===== src/rtl/dct_pkg.sv =====
// Shared definitions for the 8-point DCT/IDCT engine.
// Provides default datapath widths, the controller state encoding and the
// elaboration-time generator for the fixed-point DCT-II basis table.
package dct_pkg;

  localparam int unsigned IN_W_D      = 16;
  localparam int unsigned COEF_W_D    = 16;
  localparam int unsigned COEF_FRAC_D = 14;
  localparam int unsigned OUT_W_D     = 20;

  localparam real PI_R = 3.14159265358979323846;

  typedef enum logic [1:0] {
    LOAD = 2'd0,
    MAC  = 2'd1,
    EMIT = 2'd2
  } state_e;

  // C[k][n] = c(k)*cos((2n+1)k*pi/16) scaled by 2^frac. The magnitude is
  // rounded half away from zero before the sign is applied, so mirrored
  // entries of each odd/even row cancel exactly.
  function automatic int dct_coef(input int k, input int n, input int frac);
    real ang;
    real amp;
    real val;
    real mag;
    int  imag;
    ang  = PI_R * real'((2 * n + 1) * k) / 16.0;
    amp  = (k == 0) ? $sqrt(0.125) : 0.5;
    val  = amp * $cos(ang) * real'(1 << frac);
    mag  = (val < 0.0) ? -val : val;
    imag = $rtoi(mag + 0.5);
    return (val < 0.0) ? -imag : imag;
  endfunction

endpackage


===== src/rtl/dct_coef_rom.sv =====
// Combinational 8x8 DCT coefficient table.
// Ports:
//   i_k      - output frequency index k
//   i_n      - sample index n
//   i_mode   - 0: forward, returns C[k][n]; 1: inverse, returns C[n][k]
//   o_coef_c - signed coefficient, COEF_FRAC fractional bits
module dct_coef_rom
  import dct_pkg::*;
#(
  parameter int unsigned COEF_W    = COEF_W_D,
  parameter int unsigned COEF_FRAC = COEF_FRAC_D
) (
  input  logic [2:0]        i_k,
  input  logic [2:0]        i_n,
  input  logic              i_mode,
  output logic [COEF_W-1:0] o_coef_c
);

  logic [COEF_W-1:0] w_tab [64];
  logic [2:0]        w_row;
  logic [2:0]        w_col;

  // Table contents are fixed at elaboration from the real-valued generator.
  for (genvar gr = 0; gr < 8; gr++) begin : g_row
    for (genvar gc = 0; gc < 8; gc++) begin : g_col
      localparam int CV = dct_coef(gr, gc, int'(COEF_FRAC));
      assign w_tab[gr*8+gc] = COEF_W'(CV);
    end
  end

  // Inverse transform reads the transposed matrix.
  assign w_row    = i_mode ? i_n : i_k;
  assign w_col    = i_mode ? i_k : i_n;
  assign o_coef_c = w_tab[{w_row, w_col}];

endmodule


===== src/rtl/dct8_1d_engine.sv =====
// 8-point 1-D DCT/IDCT row/column engine with one shared MAC.
// Ports:
//   clk, rst            - rising-edge clock, synchronous active-high reset
//   in_data/in_valid/in_ready    - sample stream x[0..7]
//   mode                - 0 forward, 1 inverse; captured with sample 0
//   out_data/out_valid/out_ready - result stream y[0..7]
//   out_last            - marks y[7]
module dct8_1d_engine
  import dct_pkg::*;
#(
  parameter int unsigned IN_W      = IN_W_D,
  parameter int unsigned COEF_W    = COEF_W_D,
  parameter int unsigned COEF_FRAC = COEF_FRAC_D,
  parameter int unsigned OUT_W     = OUT_W_D,
  parameter int unsigned ACC_W     = IN_W + COEF_W + 3
) (
  input  logic             clk,
  input  logic             rst,
  input  logic [IN_W-1:0]  in_data,
  input  logic             in_valid,
  output logic             in_ready,
  input  logic             mode,
  output logic [OUT_W-1:0] out_data,
  output logic             out_valid,
  input  logic             out_ready,
  output logic             out_last
);

  localparam int unsigned PROD_W = IN_W + COEF_W;

  localparam logic signed [ACC_W-1:0] ROUND_C = ACC_W'(64'(1) << (COEF_FRAC - 1));
  localparam logic signed [ACC_W-1:0] OMAX_C  = ACC_W'((64'(1) << (OUT_W - 1)) - 64'(1));
  localparam logic signed [ACC_W-1:0] OMIN_C  = ~OMAX_C;

  state_e                    r_state;
  logic [2:0]                r_cnt;
  logic [2:0]                r_k;
  logic [2:0]                r_n;
  logic                      r_mode;
  logic signed [ACC_W-1:0]   r_acc;
  logic signed [IN_W-1:0]    r_x [8];

  logic [COEF_W-1:0]         w_coef;
  logic signed [PROD_W-1:0]  w_prod;
  logic signed [ACC_W-1:0]   w_acc_nxt;
  logic signed [ACC_W-1:0]   w_rnd;
  logic signed [ACC_W-1:0]   w_shr;
  logic signed [ACC_W-1:0]   w_sat;
  logic                      w_in_hs;

  dct_coef_rom #(
    .COEF_W    (COEF_W),
    .COEF_FRAC (COEF_FRAC)
  ) u_rom (
    .i_k      (r_k),
    .i_n      (r_n),
    .i_mode   (r_mode),
    .o_coef_c (w_coef)
  );

  assign w_in_hs = in_valid && in_ready;

  // One product per MAC cycle, sign-extended into the accumulator.
  assign w_prod    = r_x[r_n] * signed'(w_coef);
  assign w_acc_nxt = r_acc + ACC_W'(w_prod);

  // Round half up, drop the coefficient fraction, then clamp to OUT_W.
  assign w_rnd = r_acc + ROUND_C;
  assign w_shr = w_rnd >>> COEF_FRAC;

  always_comb begin
    w_sat = w_shr;
    if (w_shr > OMAX_C) begin
      w_sat = OMAX_C;
    end else if (w_shr < OMIN_C) begin
      w_sat = OMIN_C;
    end
  end

  // Sample buffer; contents of a discarded block are simply overwritten.
  always_ff @(posedge clk) begin
    if (!rst && (r_state == LOAD) && w_in_hs) begin
      r_x[r_cnt] <= signed'(in_data);
    end
  end

  // Controller: LOAD 8 samples, then per k run 8 MAC cycles and one EMIT.
  always_ff @(posedge clk) begin
    if (rst) begin
      r_state   <= LOAD;
      r_cnt     <= 3'd0;
      r_k       <= 3'd0;
      r_n       <= 3'd0;
      r_mode    <= 1'b0;
      r_acc     <= '0;
      in_ready  <= 1'b1;
      out_valid <= 1'b0;
      out_last  <= 1'b0;
      out_data  <= '0;
    end else begin
      case (r_state)
        LOAD: begin
          if (w_in_hs) begin
            if (r_cnt == 3'd0) begin
              r_mode <= mode;
            end
            r_cnt <= r_cnt + 3'd1;
            if (r_cnt == 3'd7) begin
              r_state  <= MAC;
              r_k      <= 3'd0;
              r_n      <= 3'd0;
              r_acc    <= '0;
              in_ready <= 1'b0;
            end
          end
        end
        MAC: begin
          r_acc <= w_acc_nxt;
          r_n   <= r_n + 3'd1;
          if (r_n == 3'd7) begin
            r_state <= EMIT;
          end
        end
        EMIT: begin
          // First EMIT cycle registers the result; it then holds until taken.
          if (!out_valid) begin
            out_valid <= 1'b1;
            out_last  <= (r_k == 3'd7);
            out_data  <= OUT_W'(w_sat);
          end else if (out_ready) begin
            out_valid <= 1'b0;
            out_last  <= 1'b0;
            if (r_k == 3'd7) begin
              r_state  <= LOAD;
              r_cnt    <= 3'd0;
              in_ready <= 1'b1;
            end else begin
              r_state <= MAC;
              r_k     <= r_k + 3'd1;
              r_n     <= 3'd0;
              r_acc   <= '0;
            end
          end
        end
        default: begin
          r_state <= LOAD;
        end
      endcase
    end
  end

endmodule


===== config.mk =====
export PLATFORM = sky130hd
export DESIGN_NAME = dct8_1d_engine
export DESIGN_NICKNAME = d
export VERILOG_FILES = /design/src/rtl/dct_pkg.sv /design/src/rtl/dct_coef_rom.sv /design/src/rtl/dct8_1d_engine.sv
export SDC_FILE = /design/constraint.sdc
export NUM_CORES = 1
export LEC_CHECK = 0
export CAP_MARGIN = 20
export CORE_MARGIN = 2
export CORE_UTILIZATION = 60
export CTS_BUF_LIST = sky130_fd_sc_hd__clkbuf_4
export DETAILED_ROUTE_END_ITERATION = 8
export PLACE_DENSITY = 0.77
export SYNTH_ARGS = -nofsm -noshare
export SYNTH_HDL_FRONTEND = slang
export SYNTH_HIERARCHICAL = 1
export SYNTH_SLANG_ARGS = --single-unit

===== constraint.sdc =====
create_clock -name clk -period 10 [get_ports clk]
set_input_delay 2 -clock clk [delete_from_list [all_inputs] [get_ports clk]]
set_output_delay 2 -clock clk [all_outputs]
set_load 0.02 [all_outputs]

* Yosys cells after proc, flatten, opt, wreduce, memory -nomap -nowiden
Memories as Yosys holds them, arrays and structs flattened. A register that Yosys moved wholly into a read port is not among the register bits.
Cells that the tools add are included.
** Storage, ports and cells
- Latch bits :: 0
- Output and inout bits :: 23
- Memories kept :: 2
- Input port bits :: 21
- Register bits after elaboration :: 70
- Memory bits (read-only) :: 1024
- Bits in writable memories :: 128
** Cells by class
- Add/subtract/negate cells :: 5
- Shift operators :: 0
- Multiplexer cells :: 48
- Equal/unequal tests :: 13
- Magnitude comparators :: 3
- Divide/modulo/power cells :: 0
- Bitwise gates (word level) :: 2
- Reduce and logical (&&, ||, !) cells :: 16
- Multiply operators :: 1
** Memories
- (no name shown) :: words 64, bits a word 16, read ports 1, clocked after memory_dff 0, write ports 0, RTL line dct_coef_rom.sv:34 : assign o_coef_c = w_tab[{w_row, w_col}];
- r_x :: words 8, bits a word 16, read ports 1, clocked after memory_dff 1, write ports 1, RTL line dct8_1d_engine.sv:41 : logic signed [IN_W-1:0] r_x [8];
** Operators with widths (number)
- $mux W35 :: 5
- $pmux W35 S3 :: 1
- $mux W3 :: 16
- $mux W20 :: 2
- $add A35 B15 Y35 const B :: 1
- $add A35 B32 Y35 :: 1
- $mul A16 B16 Y32 :: 1
- $mux W16 :: 2
- $gt A21 B20 Y1 const B :: 1
- $lt A21 B20 Y1 const B :: 1
- $reduce_and A6 Y1 :: 3
- $mux W1 :: 12
- $ne A2 B2 Y1 const B :: 6
- $pmux W3 S2 :: 2
- $mux W2 :: 5
- $reduce_and A5 Y1 :: 2
- $add A3 B1 Y3 const B :: 3
- $eq A3 B3 Y1 const B :: 3
- $pmux W3 S3 :: 1
- $ge A7 B7 Y1 const B :: 1
- $not A6 Y7 :: 1
- $pmux W2 S3 :: 1
- $ne A2 B1 Y1 const B :: 2
- $reduce_and A2 Y1 :: 2
- 11 further kinds :: 13

* Logic depth before layout (Yosys ltp)
- Word-level depth :: 8
- Depth in mapped cells :: 37
- Mapped depth without buffers :: 31

* Cells and area by module
Netlist, hierarchy kept.
** By module, submodules not included
- dct8_1d_engine :: sequential area each 5305.1 sq um, area an instance 19577.5 sq um, times used 1, cells each 1824
- dct_coef_rom :: sequential area each 0.0 sq um, area an instance 1754.2 sq um, times used 1, cells each 273

* Worst setup path before layout
Ideal clock, no wire load.
- Path type :: flip-flop to flip-flop
- Start :: register r_mode
- End :: register r_acc[33]
- Setup slack :: 1.542 ns
- Stages on the path, launching flop included :: 34
- Buffers on the path :: 6
- Library setup time :: 0.122 ns
- Data arrival time :: 8.336 ns
- Clock period less this slack :: 8.458 ns
- Required time :: 9.878 ns
- Path through :: dfxtp_1 -> buf_6 -> buf_6 -> buf_6 -> buf_2 -> nand2_1 -> a21boi_0 -> inv_1 -> ha_1 -> and2_4 -> or3_1 -> a21oi_1 -> o32a_1 -> clkbuf_1 -> nand2_1 -> inv_1 -> fa_1 -> fa_1 -> fa_1 -> fa_1 -> fa_1 -> inv_1 -> fa_1 -> inv_1 -> ha_1 -> clkbuf_1 -> a21oi_1 -> o211ai_1 -> a21o_1 -> a311oi_1 -> o21ai_0 -> o31ai_1 -> mux2i_1 -> a221o_1
** Between the ends
- Cells in the longest elaborated chain, start to end :: 8
- Elaborated cells between the ends (all ways) :: 9
- Classes of those cells :: 1 x add/sub; 1 x mul; 5 x mux; 1 x bitwise; 1 x memory
** Ends and longest elaborated chain
- start: declaration :: RTL line dct8_1d_engine.sv:39 : logic r_mode;
- start signal: assignment :: RTL line dct8_1d_engine.sv:105 : r_mode <= mode;
- $mux W3 (on tied branches) :: RTL line dct_coef_rom.sv:33, dct_coef_rom.sv:32
- $not A6 Y7 (not written as such) (*) :: RTL line dct_coef_rom.sv:34
- $mem_v2 Z64 W16 (*)
- $mux W16 (not written as such) (*) (2 in a row) :: RTL line dct_coef_rom.sv:34
- via w_coef[1] :: RTL line dct8_1d_engine.sv:43 : logic [COEF_W-1:0] w_coef;
- $mul A16 B16 Y32 (*) :: RTL line dct8_1d_engine.sv:64 : assign w_prod = r_x[r_n] * signed'(w_coef);
- $add A35 B32 Y35 (*) :: RTL line dct8_1d_engine.sv:65 : assign w_acc_nxt = r_acc + ACC_W'(w_prod);
- $pmux W35 S3 (*) :: RTL line dct8_1d_engine.sv:101 : case (r_state)
- end signal: assignment :: RTL line dct8_1d_engine.sv:118 : r_acc <= w_acc_nxt;
- end: declaration :: RTL line dct8_1d_engine.sv:40 : logic signed [ACC_W-1:0] r_acc;
The timed path passes the listed nets; every way through them passes the cells marked *. The select of a mux whose other input is x is not followed.
A chain may end at the register's enable or synchronous reset.

* Worst setup path after layout
Ends and elaborated chain as after synthesis.

==> metrics <==
DRC Markers 0; post-synthesis register bit count 201; clk buf depth 3; share of cells above drive strength 1 0.0905; CP startpoint kind flip-flop; hpwl dp around 40000 um; Worst-Skew Late Latency 0.67 ns; worst vdd ir 0.247 mV; DRT iter0 DRCs ~1100; leading register cell type out of synthesis edfxtp_1; worst hold path class flip-flop to flip-flop; Final Setup Violations 0; Nets 2577; io pins 44; Total GRT Usage 0.288; Netlist cell types 76; syn nets 2548; Clock Sinks 201; WL per Instance 19.0 um; Clock Tree Root clkbuf_4; final wirelength 50000 um; min Tclk post-route roughly 9.4 ns; number of fill cells approximately 2800; power per cell area 192 nW/um2; CP Data Required Time 10.54 ns; Fin Setup TNS 0 ns; Die Y between 150 and 200 um; static leakage 10.1 nW; final core utilization 0.648; unrepaired setup endpoints after global routing no; Max-cap violations 0; Area growth, synth to finish 7.23%; crit path kind flip-flop to flip-flop; status completed; Relative slew margins 0.299; number of enable flip-flop cells after synthesis 128; Yosys top cell area share 0.291; post-synth top area cell fa_1; Post-Synthesis Cells 2097; first-pass GRT wire length between 80000 and 90000 um; Achievable Freq 0.107 GHz; initial antenna violation count 1; slew of the pin with the lowest slew margin 1.05 ns; Placer Congestion around 0.91; critical path data arrival time 9.93 ns; total iterations of the first detailed-routing run 5; fin. max-slew vios 0; multi-input logic area around 14000 um2; element type at the critical path end flip-flop; die area 37100 um2; initial core utilization 0.604; cts bufs inserted 47; drt via density approximately 5.8; Final ANT Viol Nets 0; Area contributors post-synth fa_1 (29%), edfxtp_1 (18%), ha_1 (7.0%); mapped cell area roughly 21000 um2; Place WS 0.551 ns; hold path depth 2; mean post-synth cell area about 10 um2; period utilization 0.939; Async SR Flop Fraction 0; Die X 193 um; IO Port Bufs 43; clock transition at the registers of the reported paths 0.07 ns; register area share after synthesis 0.249; vias in the first global route 16000; CTS tree built; total gr overflow 0; Worst R2R Path Depth 27; Final Hold Vio Count 0; CORE AREA 35300 um2; post-route clock skew roughly 0.038 ns; row cnt 69; Crit Path Max Fanout 16; largest net degree at the start of global routing 54; YS warnings 6; final worst setup slack 0.615 ns; DR vias approximately 15000; H-tree levels 2; Register Area about 5300 um2
## logic make-up after synthesis
group | after synthesis | synth area share
buf+inv | 488 | 0.0903
flops | 201 | 0.249
mux | 68 | 0.0525
simple gates | 525 | 0.121
compound gates | 320 | 0.0999
xor+xnor | 65 | 0.0267
fa+ha+maj | 430 | 0.361
## synthesized netlist by cell type (all sizes together) (45+ instances only)
cell type	count
a21oi	87
and2	98
clkbuf	73
dfxtp	73
edfxtp	128
fa	310
ha	120
inv	381
nand2	156
nor2	117
nor2b	45
o21ai	63
## final cells by class
type	count	share of cell area
clock inverters	18	0.00580
repair buffers	87	0.0335
flip-flops and latches	201	0.232
well taps	461	0.0252
clock buffers	70	0.0230
diodes	1	0.000109
multi-input cells	1408	0.618
inverters	381	0.0625
## repair_timing
item,in CTS,in global routing
hold buffers,0,0
endpoints found under the setup margin,0,1
gates resized for setup,0,1
setup buffers,0,0
## stage by stage
stage	cells	hold WS [ns]	instance area [um2]	total power, mW
floorplan	2097	0.436	21300	3.03
global placement	2536	0.455	22200	3.58
global route	2627	0.501	22900	4.76
finish	2627	0.489	22900	4.39
CTS	2626	0.488	22900	4.37
detailed placement	2538	0.466	22200	3.63
## state kept, by name, indices dropped and copies added, names as in the netlist, named ones only
signal,flops
in_ready,1
r_mode,1
r_acc,35
r_n,3
r_cnt,3
r_x,128
out_last,1
r_state,2
out_valid,1
out_data,20
r_k,3
## report_power, final
part	internal [mW]	switching (mW)
logic	1.13	1.66
clock network	0.376	0.329
registers	0.890	0.00440
total	2.40	1.99
## layer usage
metal,vias to the layer above,global-route usage,routed length (um)
met3,108,0.0369,3430
li1,6904,-,-
met5,-,0,0
met1,7612,0.409,21500
met2,582,0.463,23800
met4,0,0.0916,1280
## cells in the final DEF, fill, tap and decap left out, drive strengths merged, types with 70 or more instances in the layout
master	instances
inv	382
fa	310
nand2	156
edfxtp	128
ha	120
nor2	117
and2	98
a21oi	87
dfxtp	73
clkbuf	70
## critical path: stages (launching register included)
cell	delay, ns
dfxtp_1	0.61
inv_1	0.25
a21boi_1	0.43
inv_1	0.18
ha_1	0.32
and2_4	0.18
or3_1	0.34
a21oi_1	0.13
o32a_1	0.62
nand2_1	0.21
inv_1	0.17
fa_1	0.54
fa_1	0.92
fa_1	0.53
fa_1	0.50
fa_1	0.49
inv_1	0.05
fa_1	0.50
inv_1	0.05
ha_1	0.36
a21oi_1	0.28
o211ai_1	0.14
a21o_1	0.23
a311oi_1	0.19
o21ai_0	0.23
o31ai_1	0.37
mux2i_1	0.13
a221o_1	0.27
## path summary, 6_finish.rpt
| kind | start | slack (ns) | end |
|---|---|---|---|
| max | r_mode | 0.61 | r_acc[33] |
| min | r_acc[10] | 0.49 | r_acc[10] |
| max reg2reg | r_mode | 0.61 | r_acc[33] |
| min reg2reg | r_acc[10] | 0.49 | r_acc[10] |
No activity file was read; power rests on OpenSTA's default activity.
